**config.mk**
```make
export PLATFORM = sky130hd
export DESIGN_NAME = dmem_copy_engine
export DESIGN_NICKNAME = d
export VERILOG_FILES = /design/src/rtl/dmem_copy_engine.sv
export SDC_FILE = /design/constraint.sdc
export NUM_CORES = 1
export LEC_CHECK = 0
export CAP_MARGIN = 30
export CORE_MARGIN = 2
export CORE_UTILIZATION = 30
export CTS_CLUSTER_SIZE = 24
export DETAILED_ROUTE_END_ITERATION = 7
export GPL_ROUTABILITY_DRIVEN = 0
export PLACE_DENSITY = 0.6
export SYNTH_ARGS = -nofsm -noshare
export SYNTH_HDL_FRONTEND = slang
export SYNTH_SLANG_ARGS = --single-unit
```
**constraint.sdc**
```tcl
create_clock -name Clk -period 2.55 [get_ports Clk]
set_clock_uncertainty 0.15 [all_clocks]
set_input_delay 0.51 -clock Clk [delete_from_list [all_inputs] [get_ports Clk]]
set_output_delay 0.51 -clock Clk [all_outputs]
set_load 0.02 [all_outputs]
```
**src/rtl/dmem_copy_engine.sv**
```systemverilog
// ---------------------------------------------------------------------------
// dmem_copy_engine
//   Bus initiator for the 2**AW x DW single-pointer data memory. It copies a
//   block (Mode=0) or fills a block with a constant (Mode=1). It drives the
//   memory address, write enable and write data, and samples the memory's
//   combinational read data. An external mux hands the memory port to this
//   block while Busy is high.
//
// Ports
//   Clk           in   1   clock, all state updates on posedge
//   Reset         in   1   synchronous, active-high
//   Start         in   1   request, sampled only while idle
//   Mode          in   1   0 = copy SrcAddr->DstAddr, 1 = fill DstAddr with FillVal
//   SrcAddr       in   AW  copy source base, latched at Start
//   DstAddr       in   AW  destination base, latched at Start
//   Len           in   AW  byte count, latched at Start (0 = no transfer)
//   FillVal       in   DW  fill constant, latched at Start
//   Busy          out  1   high in every state except IDLE
//   Done          out  1   one-cycle pulse at the end of an operation
//   MemAddr       out  AW  memory address pointer
//   MemWriteEn    out  1   memory write enable
//   MemWriteData  out  DW  memory write data
//   MemReadData   in   DW  memory combinational read data
// ---------------------------------------------------------------------------
module dmem_copy_engine #(
    parameter int AW = 8,
    parameter int DW = 8
) (
    input  logic          Clk,
    input  logic          Reset,
    input  logic          Start,
    input  logic          Mode,
    input  logic [AW-1:0] SrcAddr,
    input  logic [AW-1:0] DstAddr,
    input  logic [AW-1:0] Len,
    input  logic [DW-1:0] FillVal,
    output logic          Busy,
    output logic          Done,
    output logic [AW-1:0] MemAddr,
    output logic          MemWriteEn,
    output logic [DW-1:0] MemWriteData,
    input  logic [DW-1:0] MemReadData
);

    localparam logic [1:0] S_IDLE  = 2'd0;
    localparam logic [1:0] S_READ  = 2'd1;
    localparam logic [1:0] S_WRITE = 2'd2;
    localparam logic [1:0] S_FIN   = 2'd3;

    localparam logic [AW-1:0] ONE = {{(AW-1){1'b0}}, 1'b1};

    logic [1:0]    state;
    logic [AW-1:0] src_ptr;
    logic [AW-1:0] dst_ptr;
    logic [AW-1:0] remaining;
    logic [DW-1:0] hold;
    logic [DW-1:0] fill_val;
    logic          mode;

    // Control state and pointers. Pointer arithmetic wraps naturally mod 2**AW.
    always_ff @(posedge Clk) begin
        if (Reset) begin
            state     <= S_IDLE;
            src_ptr   <= '0;
            dst_ptr   <= '0;
            remaining <= '0;
            hold      <= '0;
        end else begin
            case (state)
                S_IDLE: begin
                    if (Start) begin
                        src_ptr   <= SrcAddr;
                        dst_ptr   <= DstAddr;
                        remaining <= Len;
                        if (Len == '0)
                            state <= S_FIN;
                        else if (Mode)
                            state <= S_WRITE;
                        else
                            state <= S_READ;
                    end
                end
                S_READ: begin
                    hold    <= MemReadData;
                    src_ptr <= src_ptr + ONE;
                    state   <= S_WRITE;
                end
                S_WRITE: begin
                    dst_ptr   <= dst_ptr + ONE;
                    remaining <= remaining - ONE;
                    if (remaining == ONE)
                        state <= S_FIN;
                    else if (mode)
                        state <= S_WRITE;
                    else
                        state <= S_READ;
                end
                S_FIN: begin
                    state <= S_IDLE;
                end
                default: begin
                    state <= S_IDLE;
                end
            endcase
        end
    end

    // Operation parameters captured at Start; only consulted while busy, so
    // they need no reset.
    always_ff @(posedge Clk) begin
        if (state == S_IDLE && Start) begin
            fill_val <= FillVal;
            mode     <= Mode;
        end
    end

    // Moore decode: memory-side outputs depend only on state and registers,
    // never on Start, so the shared port stays quiet while idle.
    always_comb begin
        Busy         = 1'b0;
        Done         = 1'b0;
        MemAddr      = '0;
        MemWriteEn   = 1'b0;
        MemWriteData = '0;
        case (state)
            S_READ: begin
                Busy    = 1'b1;
                MemAddr = src_ptr;
            end
            S_WRITE: begin
                Busy         = 1'b1;
                MemAddr      = dst_ptr;
                MemWriteEn   = 1'b1;
                MemWriteData = mode ? fill_val : hold;
            end
            S_FIN: begin
                Busy = 1'b1;
                Done = 1'b1;
            end
            default: begin
                Busy = 1'b0;
            end
        endcase
    end

endmodule
```
==> metrics <==
Final TNS setup 0 ns; min setup slack post-route between 0.1 and 0.15 ns; Die H approximately 95 µm; later-pin clock latency in the skew report 0.29 ns; Place WS just under 0.2 ns; Clk pwr share 0.260; CP Capture Type primary output; Leak Pwr about 1.2 nW; total global-route track usage 0.1463; Hold Vio Cnt, Final 0; share of layout cells above drive strength 1 0.06304; post-synthesis async set-or-reset flop share 0; count of input and output buffers 62; flip-flop and latch count after synthesis 43; type of the worst min-delay path reg -> reg; Worst Setup Start Kind register; fraction of the mapped netlist area in simple logic gates 0.1862; Worst Path Required ~1.9 ns; tightest slew margin relative to the limit 0.6755; YS warnings 0; number of antenna violations at the first check in global routing 0; Root Buffer Master clkbuf_8; register clock-pin slew on the reported worst setup and hold paths 0.09 ns; power share of the sequential group 0.433; global route total overflow 0; internal power component 1.363 mW; number of instances in the placed design between 400 and 500; number of top-level pins between 60 and 70; CTS Buf Count 5; detailed-router iteration count before antenna repair 4; switching power share of the total 0.3261; post-layout total power about 2 mW; initial DRC count just under 80; compound-cell area share of the yosys netlist 0.2195; met2 Resource Use GR 0.2411; final-report max-slew violation count 0; average wire length per cell after detail routing around 14 µm; most common flop cell mapped by yosys dfxtp_1; placeable core area approximately 8100 µm²; busiest layer in global routing met2; power share of the combinational group 0.307; Post-Syn Area 2480 µm²; CP Class reg -> out; chip width 94.92 µm; clock tree buffer depth 2; htree depth 2; wire length of the first global-routing pass 10,450 µm; setup-violating endpoint count in the final report 0; post-route ant nets 0; instance area at placement approximately 3200 µm²; DRC viols 0; Seq/Total Area, Yosys 0.3835; Hold Buf Count CTS 0; arrival time at the worst endpoint 1.77 ns; largest net degree at the start of global routing 26; share of the clock period used by the worst path after layout 0.9521; Mapped Nets between 300 and 400; EDFF count, synth 9; CTS tree built; area of all placed cells without fillers around 3300 µm²; share of cell area taken by muxes after synthesis 0.09839; number of standard cells after synthesis around 290; post-synthesis share of cell area spent on xor and xnor gates 0; routed wire length between 6000 and 7000 µm; largest fanout on the critical path 9; unrepaired setup endpoints after global routing no; FP Rows 33; ant diodes 0; ratio of routed vias to standard cells around 5.1; Num Clock Sinks 43; shortest clock period the worst path allows after layout approximately 2.4 ns; overall die area ~9000 µm²; Worst-Margin Slew roughly 0.5 ns; met3 Usage GRT 0.02554; status finished clean; half-perimeter wire length after detailed placement around 4800 µm; via count between 2,000 and 2,500; number of distinct library cells after synthesis between 50 and 60; starting utilization of the core area 0.3049; GR met1 Demand/Resource 0.1960; Switching Power 659.8 µW; Layout Nets 400; Maximum Capacitance Violations 0; Max Freq slightly above 400 MHz; synthesized area per cell ~8.6 µm²; power per cell area 615.3 nW/µm²; non-filler cells in the finished layout ~450; area delta synth->final 32.59%; peak supply drop 0.0002439 V; combinational family with the most area after synthesis compound AO/OA/AOI/OAI gates; Synth Area in Adders 0.04036; number of global-route vias before repair 2,218
-- logic make-up after synthesis --
logic type | after synthesis
and+or+nand+nor | 93
AOI/OAI and AO/OA | 85
DFF | 43
buffers and inverters | 35
muxes | 24
adders and majority gates | 8
-- metrics by stage --
stage | util | hold WS, ns
final | 0.4042 | 0.3271
after floorplan | - | 0.2962
after global placement | 0.3935 | 0.3178
after detailed placement | 0.3935 | 0.3180
after global routing | 0.4042 | 0.3649
after CTS | 0.4042 | 0.3311
-- power by group through the flow --
stage	Clock [mW]	Combinational, mW	Sequential (mW)
final	0.526	0.621	0.876
after global routing	0.576	0.690	0.888
after CTS	0.539	0.625	0.873
after detailed placement	0	0.631	0.889
after global placement	0	0.623	0.886
after floorplan	0	0.442	0.854
-- path summary, 6_finish.rpt --
check | depth (start not counted) | slack, ns | start | endpoint
worst max register to register | 8 | 0.31 | state[0]$_SDFFE_PP0P_ | dst_ptr[5]$_SDFFE_PP0P_
worst min-delay path | 2 | 0.33 | remaining[6]$_SDFFE_PP0P_ | remaining[6]$_SDFFE_PP0P_
worst min register to register | 2 | 0.33 | remaining[6]$_SDFFE_PP0P_ | remaining[6]$_SDFFE_PP0P_
worst max-delay path | 4 | 0.12 | state[0]$_SDFFE_PP0P_ | MemWriteEn
-- registers in the layout, indices dropped and copies added, names as in the netlist --
| name | cells |
|---|---|
| hold | 8 |
| mode | 1 |
| src_ptr | 8 |
| state | 2 |
| remaining | 8 |
| fill_val | 8 |
| dst_ptr | 8 |
-- routing by layer --
layer,up-vias,routed length [µm],part of all wire
li1,1165,-,-
met1,1074,3092,0.48
met2,58,3030,0.47
met3,6,253,0.039
met4,0,74,0.011
met5,-,0,0
-- timing repair --
item                                   4_1_cts  5_1_grt
resized for setup                           16        0
buffers inserted                             0        0
endpoints found under the hold margin        0        0
setup endpoints to repair                   16        0
-- cells in the mapped netlist, types with 5 or more instances --
master | instances | share of area
a211oi_1 | 7 | 0.021
a21oi_1 | 24 | 0.048
a22oi_1 | 8 | 0.024
buf_2 | 7 | 0.014
dfxtp_1 | 34 | 0.27
edfxtp_1 | 9 | 0.11
ha_1 | 8 | 0.040
inv_1 | 14 | 0.021
mux2i_1 | 21 | 0.085
nand2_1 | 19 | 0.029
nand3_1 | 9 | 0.018
nor2_1 | 34 | 0.051
nor2b_1 | 10 | 0.025
nor3_1 | 5 | 0.010
o21ai_0 | 14 | 0.028
o21ai_1 | 6 | 0.012
-- layout make-up --
cell class	count	area, µm²
Fill cell	840	4846
Multi-Input combinational cell	210	1350
Sequential cell	43	950.9
Timing Repair Buffer	72	688.2
Tap cell	105	131.4
Clock buffer	5	68.82
Inverter	16	60.06
Clock inverter	3	38.79
-- cell usage in the layout (no fill, tap or decap), types with 4 or more instances in the layout --
cell type and count:
o21ai_1 6, nor2b_1 10, o22ai_1 4, dlygate4sd2_1 16, o21ai_0 14, buf_4 9
nand4_1 4, nor2_1 34, nor3_1 5, a21oi_1 24, edfxtp_1 9, inv_1 14
ha_1 8, clkdlybuf4s50_1 46, dfxtp_1 34, mux2i_1 21, nand2_1 19, a22oi_1 8
nand3_1 9, clkbuf_8 5, o2bb2ai_1 4, a211oi_1 7
-- worst max-delay path, cell delays in order (launching register included) --
cell	delay, ns
dfxtp_1	0.35
inv_1	0.09
ha_1	0.21
buf_4	0.19
clkdlybuf4s50_1	0.63
(Power assumes the default switching activity.)
